### src/rtl/alu_arbiter_pkg.sv
// Shared opcode constants, FSM state type and opcode helpers for the
// two-client ALU arbiter and its shared alu_always datapath.
package alu_arbiter_pkg;

  localparam int ALU_CTRL_W = 4;

  localparam logic [ALU_CTRL_W-1:0] OP_ADD     = 4'b0000;
  localparam logic [ALU_CTRL_W-1:0] OP_SUB     = 4'b0001;
  localparam logic [ALU_CTRL_W-1:0] OP_AND     = 4'b0010;
  localparam logic [ALU_CTRL_W-1:0] OP_OR      = 4'b0011;
  localparam logic [ALU_CTRL_W-1:0] OP_NOT     = 4'b0100;
  localparam logic [ALU_CTRL_W-1:0] OP_XOR     = 4'b0101;
  localparam logic [ALU_CTRL_W-1:0] OP_NOR     = 4'b0110;
  localparam logic [ALU_CTRL_W-1:0] OP_SHL     = 4'b0111;
  localparam logic [ALU_CTRL_W-1:0] OP_SHR     = 4'b1000;
  localparam logic [ALU_CTRL_W-1:0] OP_ASR     = 4'b1001;
  localparam logic [ALU_CTRL_W-1:0] OP_ROL     = 4'b1010;
  localparam logic [ALU_CTRL_W-1:0] OP_ROR     = 4'b1011;
  localparam logic [ALU_CTRL_W-1:0] OP_EQ      = 4'b1100;
  localparam logic [ALU_CTRL_W-1:0] OP_RSV_MIN = 4'b1101;

  typedef enum logic [1:0] {
    IDLE = 2'b00,
    EXEC = 2'b01,
    RESP = 2'b10
  } state_t;

  // Only add and sub produce a meaningful carry/borrow.
  function automatic logic has_carry(input logic [ALU_CTRL_W-1:0] ctrl);
    return (ctrl == OP_ADD) || (ctrl == OP_SUB);
  endfunction

  function automatic logic is_reserved(input logic [ALU_CTRL_W-1:0] ctrl);
    return ctrl >= OP_RSV_MIN;
  endfunction

endpackage

### src/rtl/alu_always.sv
// Purely combinational ALU: 4-bit opcode, W-bit operands, carry/borrow out.
// Reserved opcodes (1101-1111) produce zero.
module alu_always
  import alu_arbiter_pkg::*;
#(
  parameter int W = 8
) (
  input  logic [ALU_CTRL_W-1:0] ctrl,
  input  logic [W-1:0]          x,
  input  logic [W-1:0]          y,
  output logic [W-1:0]          out,
  output logic                  carry
);

  logic [W:0] wide;

  always_comb begin
    out   = '0;
    carry = 1'b0;
    wide  = '0;
    case (ctrl)
      OP_ADD: begin
        wide  = {1'b0, x} + {1'b0, y};
        out   = wide[W-1:0];
        carry = wide[W];
      end
      OP_SUB: begin
        // Top bit of the extended difference is the borrow.
        wide  = {1'b0, x} - {1'b0, y};
        out   = wide[W-1:0];
        carry = wide[W];
      end
      OP_AND:  out = x & y;
      OP_OR:   out = x | y;
      OP_NOT:  out = ~x;
      OP_XOR:  out = x ^ y;
      OP_NOR:  out = ~(x | y);
      OP_SHL:  out = y << x[2:0];
      OP_SHR:  out = y >> x[2:0];
      OP_ASR:  out = {x[W-1], x[W-1:1]};
      OP_ROL:  out = {x[W-2:0], x[W-1]};
      OP_ROR:  out = {x[0], x[W-1:1]};
      OP_EQ:   out = {{(W-1){1'b0}}, (x == y)};
      default: out = '0;
    endcase
  end

endmodule

### src/rtl/alu_arbiter.sv
// Round-robin arbiter/sequencer sharing one alu_always between two clients:
// IDLE accepts one request, EXEC registers the result, RESP holds it until taken.
module alu_arbiter
  import alu_arbiter_pkg::*;
#(
  parameter int DATA_W = 8,
  parameter int CNT_W  = 8
) (
  input  logic                  clk,
  input  logic                  rst_n,
  input  logic                  req0_valid,
  output logic                  req0_ready,
  input  logic [ALU_CTRL_W-1:0] req0_ctrl,
  input  logic [DATA_W-1:0]     req0_x,
  input  logic [DATA_W-1:0]     req0_y,
  input  logic                  req1_valid,
  output logic                  req1_ready,
  input  logic [ALU_CTRL_W-1:0] req1_ctrl,
  input  logic [DATA_W-1:0]     req1_x,
  input  logic [DATA_W-1:0]     req1_y,
  output logic                  rsp_valid,
  input  logic                  rsp_ready,
  output logic                  rsp_id,
  output logic [DATA_W-1:0]     rsp_out,
  output logic                  rsp_carry,
  output logic                  rsp_illegal,
  output logic [CNT_W-1:0]      grant_cnt0,
  output logic [CNT_W-1:0]      grant_cnt1
);

  state_t state_reg, state_next;
  logic   last_grant_reg;

  logic [ALU_CTRL_W-1:0] op_ctrl_reg;
  logic [DATA_W-1:0]     op_x_reg;
  logic [DATA_W-1:0]     op_y_reg;
  logic                  op_id_reg;

  logic                  rsp_valid_reg;
  logic                  rsp_id_reg;
  logic [DATA_W-1:0]     rsp_out_reg;
  logic                  rsp_carry_reg;
  logic                  rsp_illegal_reg;

  logic [1:0]            req_valid;
  logic [1:0]            req_ready;
  logic                  accept;
  logic                  accept_id;
  logic                  release_rsp;

  logic [ALU_CTRL_W-1:0] sel_ctrl;
  logic [DATA_W-1:0]     sel_x;
  logic [DATA_W-1:0]     sel_y;

  logic [DATA_W-1:0]     alu_out;
  logic                  alu_carry;

  assign req_valid = {req1_valid, req0_valid};

  // Grant only in IDLE; on a tie the requester that did not win last time goes.
  always_comb begin
    req_ready = 2'b00;
    if (state_reg == IDLE) begin
      if (req_valid == 2'b11) begin
        req_ready = last_grant_reg ? 2'b01 : 2'b10;
      end else begin
        req_ready = req_valid;
      end
    end
  end

  assign accept      = |(req_ready & req_valid);
  assign accept_id   = req_ready[1];
  assign release_rsp = (state_reg == RESP) && rsp_valid_reg && rsp_ready;

  assign req0_ready = req_ready[0];
  assign req1_ready = req_ready[1];

  always_comb begin
    sel_ctrl = req0_ctrl;
    sel_x    = req0_x;
    sel_y    = req0_y;
    if (accept_id) begin
      sel_ctrl = req1_ctrl;
      sel_x    = req1_x;
      sel_y    = req1_y;
    end
  end

  always_comb begin
    state_next = state_reg;
    case (state_reg)
      IDLE:    if (accept) state_next = EXEC;
      EXEC:    state_next = RESP;
      RESP:    if (release_rsp) state_next = IDLE;
      default: state_next = IDLE;
    endcase
  end

  always_ff @(posedge clk or negedge rst_n) begin
    if (!rst_n) begin
      state_reg      <= IDLE;
      last_grant_reg <= 1'b1;
    end else begin
      state_reg <= state_next;
      if (accept) last_grant_reg <= accept_id;
    end
  end

  always_ff @(posedge clk or negedge rst_n) begin
    if (!rst_n) begin
      op_ctrl_reg <= '0;
      op_x_reg    <= '0;
      op_y_reg    <= '0;
      op_id_reg   <= 1'b0;
    end else if (accept) begin
      op_ctrl_reg <= sel_ctrl;
      op_x_reg    <= sel_x;
      op_y_reg    <= sel_y;
      op_id_reg   <= accept_id;
    end
  end

  alu_always #(
    .W(DATA_W)
  ) u_alu (
    .ctrl  (op_ctrl_reg),
    .x     (op_x_reg),
    .y     (op_y_reg),
    .out   (alu_out),
    .carry (alu_carry)
  );

  // Response fields are written only in EXEC, so they stay frozen through RESP.
  always_ff @(posedge clk or negedge rst_n) begin
    if (!rst_n) begin
      rsp_valid_reg   <= 1'b0;
      rsp_id_reg      <= 1'b0;
      rsp_out_reg     <= '0;
      rsp_carry_reg   <= 1'b0;
      rsp_illegal_reg <= 1'b0;
    end else if (state_reg == EXEC) begin
      rsp_valid_reg   <= 1'b1;
      rsp_id_reg      <= op_id_reg;
      rsp_out_reg     <= alu_out;
      rsp_carry_reg   <= alu_carry & has_carry(op_ctrl_reg);
      rsp_illegal_reg <= is_reserved(op_ctrl_reg);
    end else if (release_rsp) begin
      rsp_valid_reg <= 1'b0;
    end
  end

  assign rsp_valid   = rsp_valid_reg;
  assign rsp_id      = rsp_id_reg;
  assign rsp_out     = rsp_out_reg;
  assign rsp_carry   = rsp_carry_reg;
  assign rsp_illegal = rsp_illegal_reg;

  for (genvar gi = 0; gi < 2; gi++) begin : g_cnt
    logic [CNT_W-1:0] cnt_reg;
    logic [CNT_W-1:0] cnt_next;

    assign cnt_next = cnt_reg + CNT_W'(1);

    always_ff @(posedge clk or negedge rst_n) begin
      if (!rst_n) begin
        cnt_reg <= '0;
      end else if (req_valid[gi] && req_ready[gi]) begin
        cnt_reg <= cnt_next;
      end
    end
  end

  assign grant_cnt0 = g_cnt[0].cnt_reg;
  assign grant_cnt1 = g_cnt[1].cnt_reg;

endmodule

### config.mk
export PLATFORM = sky130hd
export DESIGN_NAME = alu_arbiter
export DESIGN_NICKNAME = d
export VERILOG_FILES = /design/src/rtl/alu_arbiter_pkg.sv /design/src/rtl/alu_always.sv /design/src/rtl/alu_arbiter.sv
export SDC_FILE = /design/constraint.sdc
export NUM_CORES = 1
export LEC_CHECK = 0
export BUFFER_PORTS_ARGS = -buffer_cell sky130_fd_sc_hd__buf_4
export CORE_ASPECT_RATIO = 0.5
export CORE_MARGIN = 5
export CORE_UTILIZATION = 51
export CTS_CLUSTER_SIZE = 8
export DETAILED_ROUTE_END_ITERATION = 8
export PLACE_DENSITY = 0.75
export SETUP_SLACK_MARGIN = 0.15
export SYNTH_ARGS = -nofsm -noshare
export SYNTH_HDL_FRONTEND = slang
export SYNTH_SLANG_ARGS = --single-unit
### constraint.sdc
create_clock -name clk -period 2.5 [get_ports clk]
set_input_delay 0.375 -clock clk [delete_from_list [all_inputs] [get_ports clk]]
set_output_delay 0.375 -clock clk [all_outputs]
set_load 0.01 [all_outputs]
==> reports/results.ini <==
[synthesis]
postSynthAreaPerCell_um2=8.737
synth_area_leaders=dfrtp_1 (31%), ha_1 (8.2%), a22oi_1 (5.5%), mux4_2 (4.4%), o21ai_0 (4.1%)
yosysWarnings=0
dominantRegCellSynth=dfrtp_1
synth_common_cells=dfrtp_1 (51), nand2_1 (43), o21ai_0 (34)
synth_edf_count=0
syn_area_um2=4124
ys_seq_elements=52
synth-async-reset-ratio_pct=100.0
synth_most_common_cell=dfrtp_1
syn_nets=546
syn_inst=472
yosys.cell_types.count=69
synth_top_area_share_pct=30.95
synth_largest_area_cell=dfrtp_1
ys_seq_area_share_pct=31.58

[detailed_routing]
wire_per_inst_um=21.83
viasPerCell=6.299
dr.pass1.iters=6
wl_mm=15.24
vias=4397
drtAntennaViolNets=0
drc=0
drtIter0Drc=448

[status]
status=complete, no violations

[grt]
antenna_found_initial=0
grt_util_met2_pct=44.11
grt_util_met1_pct=45.95
use_met3_pct=9.508
grt_pass1_wl_mm=23.54
grt_pass1_vias=4224
busiest_layer=met1
grt_max_degree=53
grt_remaining_overflow=0
grt.total_usage_pct=31.07

[finish]
layout.nets=659
final_cell_count_no_fill=698
fill_cells=684
final_cell_area_um2=5363
drive_gt1_share_pct=30.20
n_antenna_cell=0
multiInputGateArea_um2=2633
area_delta_synth_final_pct=30.04
final_util_pct=67.52
regArea_um2=1309

[critical_path]
crit_fanout=19
crit_type=flop to flop
slowest_stage=dfrtp_1
cp-start-kind=flop
cp.required_ns=2.70
cp_slowest_stage_delay_ns=0.74
cp_top_family=simple AND/OR/NAND/NOR gates
r2r_setup_slack_ns=0.15
crit_arrival_ns=2.55
crit_chain=and4b_1 -> and2_0 -> nand2_1 -> o21ai_0 -> o31ai_2 -> o311ai_1
critPathCaptureType=flop
critPathBufInv=0

[clock_network]
cts_root_buffer=clkbuf_16
cts_buffers=5
cts_buffer_depth=2
clk_pin_slew_ns=0.08
ctsHoldBuffers=0
cts_sinks=52
post_cts.repair.setup_buffers=0
cts_tree=done
clk_latency_ns=0.30
htreeDepth=2

[timing]
rsz0062_at_grt=yes
hold_violations=0
timing.hold.ws_ns=0.1096
clock-skew-final_ns=0.005225
max_freq_mhz=426.4
min_period_ns=2.345
slew_viol_final=0
finalSetupTns_ns=0
tightest_slew_ns=0.6881
relSlewSlack_pct=53.64
setup_viol=0
fin_crit_sh_pct=93.82

[pwr]
p_per_area_nw_per_um2=307.8
ir_worst_vdd_mv=0.2525
leakagePower_uw=0.002433

[floorplan]
die_w_um=137.2
die_height_um=73.59
num_io_pins=75
rows=23
die_area_um2=10090
core-area_um2=7943
initial_core_util_pct=51.92

[run]
maxCapViolCount=0

[hold_path]
min_path_type=input pin to asynchronous set/reset pin

[placement]
place_inst=690
port_buffers=74
dp_hpwl_mm=11.75
routabilityCongestion=1.043
place_area_um2=5170

[per-stage QoR]
stage	total power, uW	worst slack (ns)
3_3_place_gp	926.9	0.2039
6_report	1651	0.1546
3_5_place_dp	929.6	0.06588
2_1_floorplan	858.1	0.1607
4_1_cts	1655	0.1543
5_1_grt	1710	0.08555
[path summary, 6_finish.rpt]
path | startpoint | to | cells after the start
worst max-delay path | op_ctrl_reg[0] | rsp_out[6] | 6
worst min-delay path | rst_n | grant_cnt0[5] | 1
worst max register to register | op_ctrl_reg[0] | rsp_out[6] | 6
worst min register to register | op_id_reg | rsp_id | 2
max in group asynchronous | rst_n | op_ctrl_reg[2] | 1
min in group clk | req0_valid | last_grant_reg | 2
[power by group]
part / internal, uW / total (uW) / switching [uW]
logic: 43.3 / 70.8 / 27.5
clock network: 380 / 740 / 360
registers: 840 / 840 / 0
[worst register-to-register path: stages (launching register included)]
cell,delay (ns)
dfrtp_1,0.74
and4b_1,0.39
and2_0,0.46
nand2_1,0.08
o21ai_0,0.28
o31ai_2,0.17
o311ai_1,0.11
[repair_timing]
item | CTS | global route
setup endpoints to repair | 1 | 3
resized for setup | 3 | 9
pin swaps | 0 | 1
[cell usage in the layout, fill, tap and decap left out, types with 5 or more instances in the layout]
master and instances:
inv_1 25, nand4_1 7, buf_4 134, o21ai_0 34, a22oi_1 30, xnor2_1 15
nor2_1 23, dfrtp_1 46, clkbuf_16 5, mux2i_1 7, nand2b_1 5, nand2_1 43
a21oi_1 25, nor3_1 16, nand3_1 11, nor2b_1 10, a21oi_2 5, ha_1 26
o22ai_1 7, dfrtp_2 5, nor4_1 5, a31oi_1 5, mux4_2 8
[cell type report]
type	count	area share, %
Clock buffer	5	2.333
Multi-Input combinational cell	364	49.09
Sequential cell	52	24.41
Tap cell	112	2.613
Timing Repair Buffer	135	19.13
Clock inverter	3	0.4666
Inverter	27	1.960
[per-layer routing]
metal	wire length [um]	part of all wire (%)
met5	0	0
met4	270	1.8
met3	1798	12
met2	6316	41
met1	6850	45
[kinds of logic after synthesis]
kind of cell / synth area share [%]
and+or+nand+nor: 18.02
muxes: 7.160
buffers and inverters: 5.491
xor gates and xnor gates: 4.035
DFF: 31.58
adders and majority gates: 9.163
AOI/OAI and AO/OA: 24.55
Power figures use the tool's default switching activity.
